===== config.mk =====
export PLATFORM = sky130hd
export DESIGN_NAME = bus_irq_cond
export DESIGN_NICKNAME = d
export VERILOG_FILES = /design/src/rtl/bus_irq_cond.sv
export SDC_FILE = /design/constraint.sdc
export NUM_CORES = 1
export LEC_CHECK = 0
export ABC_AREA = 1
export CORE_UTILIZATION = 40
export DETAILED_ROUTE_END_ITERATION = 10
export DONT_BUFFER_PORTS = 1
export PLACE_DENSITY = 0.66
export SLEW_MARGIN = 20
export SYNTH_ARGS = -nofsm -noshare
export SYNTH_HDL_FRONTEND = slang
export SYNTH_SLANG_ARGS = --single-unit

===== constraint.sdc =====
create_clock -name bus_clk -period 1 [get_ports bus_clk]
set_input_delay 0.05 -clock bus_clk [delete_from_list [all_inputs] [get_ports bus_clk]]
set_output_delay 0.05 -clock bus_clk [all_outputs]
set_load 0.02 [all_outputs]

===== src/rtl/bus_irq_cond.sv =====
// bus_irq_cond - interrupt source conditioner feeding the interrupt register.
//
// Each raw, asynchronous event line is synchronized into bus_clk, passed
// through a stability filter, and turned into a registered trigger according
// to its per-channel configuration (rising / falling / both edges / level).
//
// Ports:
//   bus_clk      bus clock, drives every flop
//   bus_reset_l  asynchronous active-low reset
//   raw          [DATAWIDTH]     asynchronous event lines
//   mode         [2*DATAWIDTH]   per-channel edge select {00 off,01 rise,10 fall,11 both}
//   level        [DATAWIDTH]     per-channel level mode, overrides mode
//   trig         [DATAWIDTH]     registered interrupt requests
//   state        [DATAWIDTH]     filtered level of each channel

// One conditioner channel: sync chain, filter, event select.
module bus_irq_cond_lane #(
  parameter int SYNC_STAGES   = 2,
  parameter int FILTER_CYCLES = 4
) (
  input  logic       clk_i,
  input  logic       rst_ni,
  input  logic       raw_i,
  input  logic [1:0] mode_i,
  input  logic       level_i,
  output logic       trig_o,
  output logic       state_o
);
  localparam int CW = (FILTER_CYCLES > 1) ? $clog2(FILTER_CYCLES) : 1;
  localparam logic [CW-1:0] CNT_MAX = CW'(FILTER_CYCLES - 1);

  logic [SYNC_STAGES-1:0] sync_q;
  logic [CW-1:0]          cnt_q, cnt_d;
  logic                   state_q, state_d;
  logic                   prev_q;
  logic                   trig_q, trig_d;
  logic                   s, rise, fall;

  assign s = sync_q[SYNC_STAGES-1];

  // Filter: any disagreement must persist FILTER_CYCLES cycles in a row
  // before it is accepted; agreement at any point restarts the count.
  always_comb begin
    cnt_d   = cnt_q;
    state_d = state_q;
    if (s == state_q) begin
      cnt_d = '0;
    end else if (cnt_q == CNT_MAX) begin
      state_d = s;
      cnt_d   = '0;
    end else begin
      cnt_d = cnt_q + 1'b1;
    end
  end

  // Edges come from the filtered state only. prev_q always tracks state_q,
  // so enabling a channel whose state is already high cannot fake a rise.
  assign rise = state_q & ~prev_q;
  assign fall = ~state_q & prev_q;

  always_comb begin
    trig_d = 1'b0;
    if (level_i) begin
      trig_d = state_q;
    end else begin
      unique case (mode_i)
        2'b01:   trig_d = rise;
        2'b10:   trig_d = fall;
        2'b11:   trig_d = rise | fall;
        default: trig_d = 1'b0;
      endcase
    end
  end

  always_ff @(posedge clk_i or negedge rst_ni) begin
    if (!rst_ni) begin
      sync_q  <= '0;
      cnt_q   <= '0;
      state_q <= 1'b0;
      prev_q  <= 1'b0;
      trig_q  <= 1'b0;
    end else begin
      sync_q  <= {sync_q[SYNC_STAGES-2:0], raw_i};
      cnt_q   <= cnt_d;
      state_q <= state_d;
      prev_q  <= state_q;
      trig_q  <= trig_d;
    end
  end

  assign trig_o  = trig_q;
  assign state_o = state_q;
endmodule

module bus_irq_cond #(
  parameter int DATAWIDTH     = 32,
  parameter int SYNC_STAGES   = 2,
  parameter int FILTER_CYCLES = 4
) (
  input  logic                   bus_clk,
  input  logic                   bus_reset_l,
  input  logic [DATAWIDTH-1:0]   raw,
  input  logic [2*DATAWIDTH-1:0] mode,
  input  logic [DATAWIDTH-1:0]   level,
  output logic [DATAWIDTH-1:0]   trig,
  output logic [DATAWIDTH-1:0]   state
);
  for (genvar i = 0; i < DATAWIDTH; i++) begin : g_lane
    bus_irq_cond_lane #(
      .SYNC_STAGES  (SYNC_STAGES),
      .FILTER_CYCLES(FILTER_CYCLES)
    ) u_lane (
      .clk_i  (bus_clk),
      .rst_ni (bus_reset_l),
      .raw_i  (raw[i]),
      .mode_i (mode[2*i+1:2*i]),
      .level_i(level[i]),
      .trig_o (trig[i]),
      .state_o(state[i])
    );
  end
endmodule

==> flow_summary.ini, run 1 <==
[status]
status = finished, violations left
violations = negative hold slack, negative setup slack

[hold_path]
min_path_type = input port to async pin

[place]
hpwl_um = 10800
gp_congestion = 0.774
placed_area_um2 = 10400
portBuffers = 0
dp_slack_ns = -0.107

[timing]
slew-limit-headroom_pct = 80.6
slew_violations = 0
hold_viol_final = 224
finClkSkew_ns = 0.00943
clock.fmax_mhz = 809
hold_ws_ns = -0.756
fin_ws_ns = -0.236
grt_setup_unrepaired = yes
setup_viol = 75
worstMarginPinSlew_ns = 0.290
min_period_over_period_pct = 124
min_period_ns = 1.24

[route]
remaining_drc_errors = 0
routedWlPerCell_um = 12.6
vias_per_cell = 4.42
routed_wl_um = 19600
vias = 6860
dr.pass1.iters = 5
ant_nets = 0
drt_first_iter_violations = 327

[pwr]
switching_power_mw = 12.5
seqPwrFrac_pct = 39.0
p_int_mw = 24.0
p_sw_share_pct = 34.1
powerDensity_nw_per_um2 = 2660
combPwrFrac_pct = 38.8
clkPwrFrac_pct = 22.3
ir_worst_vdd_mv = 1.51
cellLeakagePower_nw = 6.82

[final_layout]
seq_area_um2 = 5640
multi_input_area_um2 = 3940
fin_nets = 1438
drive_gt1_share_pct = 23.0
area_growth_syn_to_layout_pct = 36.5
fillers = 1954
design_area_um2 = 13700

[grt]
grt_max_degree = 225
grt_use_total_pct = 14.3
grt_antenna_before_repair = 1
gr-total-overflow = 0
grt_pass1_wl_um = 30900
grt_pass1_vias = 7002

[synthesis]
syn_area_um2 = 10000
ys_ff_latch = 224
yosysTopAreaCellShare_pct = 55.8
syn_inst = 1024
synth_top_area_cell = dfrtp_1
synth.area.top_cells = dfrtp_1 56%, ha_1 12%, nand2_1 8.4%
syn_avg_cell_area_um2 = 9.81
syn-num-nets = 1250
yosys_warnings = 0
synth.yosys.seq_area_share_pct = 55.8
ys_types = 11

[cts]
cts_made_buffers = 25
path_clk_slew_ns = 0.06
cts_hold_buf = 128
insertion_delay_ns = 0.50
htreeDepth = 1
root_buffer = clkbuf_16
clock_sink_count = 224
cts_tree = built
cts_buffer_depth = 3

[worst_setup_path]
timing.critical_path.arrival_ns = 1.63
required_ns = 1.39
end_kind = flop
cp_max_fo = 3
path_class = flop to flop
setup.worst_path.start_class = flop

[floorplanning]
core_um2 = 24500
die_width_um = 161
dieArea_um2 = 25800
rows = 57
die_y_um = 161
initial_core_util_pct = 41.1
io_pins = 194

[flow_run]
max-cap-violations = 0
==> placed cells by master, fill, tap and decap left out, types with 21 or more instances in the layout <==
| cell type | n |
|---|---|
| nand3_1 | 21 |
| ha_1 | 43 |
| ha_2 | 43 |
| dlygate4sd3_1 | 128 |
| or2_0 | 30 |
| buf_6 | 74 |
| nand2_1 | 210 |
| dfrtp_1 | 195 |
| clkbuf_16 | 25 |
| dfrtp_2 | 29 |
| nor2_1 | 62 |
| buf_4 | 23 |
| a21oi_1 | 32 |
| o21ai_0 | 31 |
| inv_1 | 175 |
==> synth_stat cells, drive strengths merged <==
library cell / instances
nand2: 224
or2: 32
a21oi: 32
nand3: 32
inv: 192
ha: 96
o21ai: 32
buf: 64
dfrtp: 224
xnor2: 32
nor2: 64
==> metrics by stage <==
step	total power [mW]	TNS, ns	util (%)	std cells
6_report	36.5	-7.51	56.1	1552
5_1_grt	39.3	-12.26	56.1	1552
3_5_place_dp	23.7	-1.53	42.7	1346
2_1_floorplan	21.8	-0.678	-	1024
4_1_cts	34.6	-8.41	53.4	1542
3_3_place_gp	23.3	-0.756	42.7	1346
==> path summary, 6_finish.rpt <==
path | cells past startpoint | start | slack, ns | endpoint
worst max-delay path | 7 | g_lane[2].u_lane.state_o$_DFFE_PN0P_ | -0.24 | g_lane[2].u_lane.trig_o$_DFF_PN0_
worst min-delay path | 0 | bus_reset_l | -0.76 | g_lane[11].u_lane.trig_o$_DFF_PN0_
worst max register to register | 7 | g_lane[2].u_lane.state_o$_DFFE_PN0P_ | -0.24 | g_lane[2].u_lane.trig_o$_DFF_PN0_
worst min register to register | 0 | g_lane[21].u_lane.sync_q[0]$_DFF_PN0_ | 0.34 | g_lane[21].u_lane.sync_q[1]$_DFF_PN0_
max in group asynchronous | 0 | bus_reset_l | 1.45 | g_lane[27].u_lane.trig_o$_DFF_PN0_
min in group bus_clk | 1 | raw[0] | 0.10 | g_lane[0].u_lane.sync_q[0]$_DFF_PN0_
==> cell type report <==
class / count / area share [%]
tap: 324 / 2.96
inverter: 192 / 5.25
clock buffer: 37 / 5.04
sequential: 224 / 41.1
multi-input combinational: 544 / 28.7
clock inverter: 5 / 0.182
timing repair buffer: 225 / 16.7
antenna: 1 / 0.0182
==> per-layer routing <==
layer	GRT usage (%)	vias to the layer above	share of wire [%]
li1	-	3407	-
met1	16.8	3217	40
met2	25.6	180	51
met3	3.07	56	5.2
met4	5.45	0	3.4
met5	0	-	0
==> power by group through the flow <==
| stage | Clock (mW) | Sequential, mW | Combinational, mW |
|---|---|---|---|
| finish | 8.13 | 14.2 | 14.1 |
| CTS | 8.45 | 14.1 | 12.0 |
| global route | 8.82 | 14.5 | 16.0 |
| floorplan | 0 | 13.4 | 8.38 |
| detailed placement | 0 | 14.1 | 9.62 |
| global placement | 0 | 14.0 | 9.30 |
==> cell families after synthesis <==
logic type / after synthesis / share of synthesized area (%)
simple gates: 352 / 14.3
xor+xnor: 32 / 2.79
flops: 224 / 55.8
compound gates: 64 / 3.19
fa+ha+maj: 96 / 12.0
buf+inv: 256 / 12.0
==> worst max-delay path, stage by stage, from the launching register on <==
cell and delay (ns):
dfrtp_1 0.41, buf_6 0.14, ha_4 0.25, inv_1 0.05
nand2_1 0.08, nand3_2 0.06, nand2_1 0.07, nand2_1 0.06
==> timing repair <==
item                       in CTS  in global routing
setup endpoints to repair     106                150
gates resized for setup       112                134
pin swaps                      65                 82
hold endpoints to repair      288                224
setup buffers                  27                  9
==> flip-flops by register name, summed over array words and instances, names as in the netlist <==
| signal | cells |
|---|---|
| g_lane.u_lane.trig_o | 32 |
| g_lane.u_lane.prev_q | 32 |
| g_lane.u_lane.state_o | 32 |
| g_lane.u_lane.sync_q | 64 |
| g_lane.u_lane.cnt_q | 64 |
Note: power is estimated with default switching activity, not from simulation.
==> inputs of run 2 (changes only) <==
- TNS_END_PERCENT: unset -> 20
==> run 2 against run 1 <==
Net effect: the run still ends with negative hold slack, negative setup slack left; wire length decreased by 1.3%; sequential share of layout area up 1.3 points; critical path type is now flop to primary output; non-clock buffer count fell by 16; sequential power about the same; clock-buffer cell count increased by 2; highest routed layer unchanged; via count down 1.3%; first-iteration DRC count is 28% lower; total power down 3.0%; largest power group unchanged; global-route usage up 0.34 points.
==> flow_summary.ini, run 2 (synthesis results as in run 1) <==
[status]
status = finished, violations left
violations = negative hold slack, negative setup slack

[cts]
cts_made_buffers = 25
cts_tree = built
root_buffer = clkbuf_16
cts_hold_buf = 128
path_clk_slew_ns = 0.05
clock_sink_count = 224
cts_buffer_depth = 3
insertion_delay_ns = 0.51
htreeDepth = 1

[route]
drt_first_iter_violations = 236
dr.pass1.iters = 4
vias_per_cell = 4.41
ant_nets = 0
vias = 6773
routedWlPerCell_um = 12.6
remaining_drc_errors = 0
routed_wl_um = 19300

[floorplanning]
die_width_um = 161
die_y_um = 161
io_pins = 194
initial_core_util_pct = 41.1
rows = 57
core_um2 = 24500
dieArea_um2 = 25800

[timing]
hold_ws_ns = -0.761
worstMarginPinSlew_ns = 0.247
slew-limit-headroom_pct = 83.3
slew_violations = 0
min_period_over_period_pct = 120
clock.fmax_mhz = 830
setup_viol = 79
grt_setup_unrepaired = yes
finClkSkew_ns = 0.00826
fin_ws_ns = -0.205
totalNegativeSetupSlack_ns = -8.05
min_period_ns = 1.20
hold_viol_final = 224

[worst_setup_path]
rr_endpoint = g_lane[14].u_lane.trig_o$_DFF_PN0_
setup.worst_path.start_class = flop
r2r-start = g_lane[14].u_lane.state_o$_DFFE_PN0P_
path_class = flop to primary output
reg2reg_depth = 6
required_ns = 0.95
timing.critical_path.arrival_ns = 1.15
end_kind = primary output
cp_max_fo = 2
regToRegSetupSlack_ns = -0.20

[pwr]
cellLeakagePower_nw = 6.73
powerDensity_nw_per_um2 = 2660
ir_worst_vdd_mv = 1.89
finalPower_mw = 35.4

[final_layout]
seq_area_um2 = 5640
area_growth_syn_to_layout_pct = 32.3
reg_top3 = g_lane.u_lane.cnt_q x64, g_lane.u_lane.sync_q x64
fin_nets = 1422
final_cell_mix = 215 x nand2_1, 199 x dfrtp_1, 187 x inv_1
drive_gt1_share_pct = 18.2
multi_input_area_um2 = 3690
fillers = 2013
final_common_cell = nand2_1
fin_util_pct = 54.3

[place]
hpwl_um = 10900
portBuffers = 0
gp_congestion = 0.760

[grt]
grt_pass1_vias = 7110
grt_antenna_before_repair = 0
grt_max_degree = 225
grt_use_total_pct = 14.7
grt_pass1_wl_um = 31600
gr-total-overflow = 0

[flow_run]
max-cap-violations = 0

[hold_path]
min_path_type = input port to async pin
## run 2: area by class of cell
class,instances,share of cell area [%]
sequential,224,42.4
antenna,1,0.0188
timing repair buffer,209,15.6
multi-input combinational,544,27.7
clock inverter,3,0.301
inverter,192,5.42
clock buffer,39,5.48
tap,324,3.05
## run 2: report_power, final
part / total [mW] / internal, mW / switching [mW]
clock: 8.66 / 5.20 / 3.46
sequential: 14.2 / 11.9 / 2.35
combinational: 12.5 / 6.38 / 6.12
## run 2: repair_timing
action	in CTS	in global routing
endpoints found under the setup margin	102	150
setup buffers	15	6
gates cloned	0	0
pin swaps	16	80
hold endpoints to repair	288	224
gates resized for setup	69	95
## run 2: per-stage QoR
stage          hold WS, ns  setup slack, ns  cells  cell area [µm²]
2_1_floorplan       -0.246          -0.0313   1024            10000
3_3_place_gp        -0.241          -0.0698   1344            10400
3_5_place_dp        -0.241          -0.0810   1344            10400
4_1_cts             -0.792           -0.212   1529            12900
5_1_grt             -0.794           -0.250   1535            13300
6_report            -0.761           -0.205   1536            13300
## run 2: per-layer routing
metal	vias to the layer above	part of all wire [%]	global-route usage, %
li1	3370	-	-
met1	3183	40	16.5
met2	172	51	26.7
met3	48	5.3	3.49
met4	0	3.0	5.63
met5	-	0	0
## run 2: worst max path at each step
stage                                                startpoint                                  to  cells past startpoint
after detailed placement  g_lane[28].u_lane.state_o$_DFFE_PN0P_  g_lane[28].u_lane.trig_o$_DFF_PN0_                      6
after floorplan           g_lane[15].u_lane.state_o$_DFFE_PN0P_  g_lane[15].u_lane.trig_o$_DFF_PN0_                      6
after global placement    g_lane[19].u_lane.state_o$_DFFE_PN0P_  g_lane[19].u_lane.trig_o$_DFF_PN0_                      6
after CTS                  g_lane[7].u_lane.state_o$_DFFE_PN0P_                            state[7]                      2
final                     g_lane[21].u_lane.state_o$_DFFE_PN0P_                           state[21]                      2
after global routing      g_lane[21].u_lane.state_o$_DFFE_PN0P_  g_lane[21].u_lane.trig_o$_DFF_PN0_                      7
## run 2: critical path, stage by stage, from the launching register on
cell     delay (ns)
dfrtp_1        0.40
buf_6          0.13
buf_6          0.12
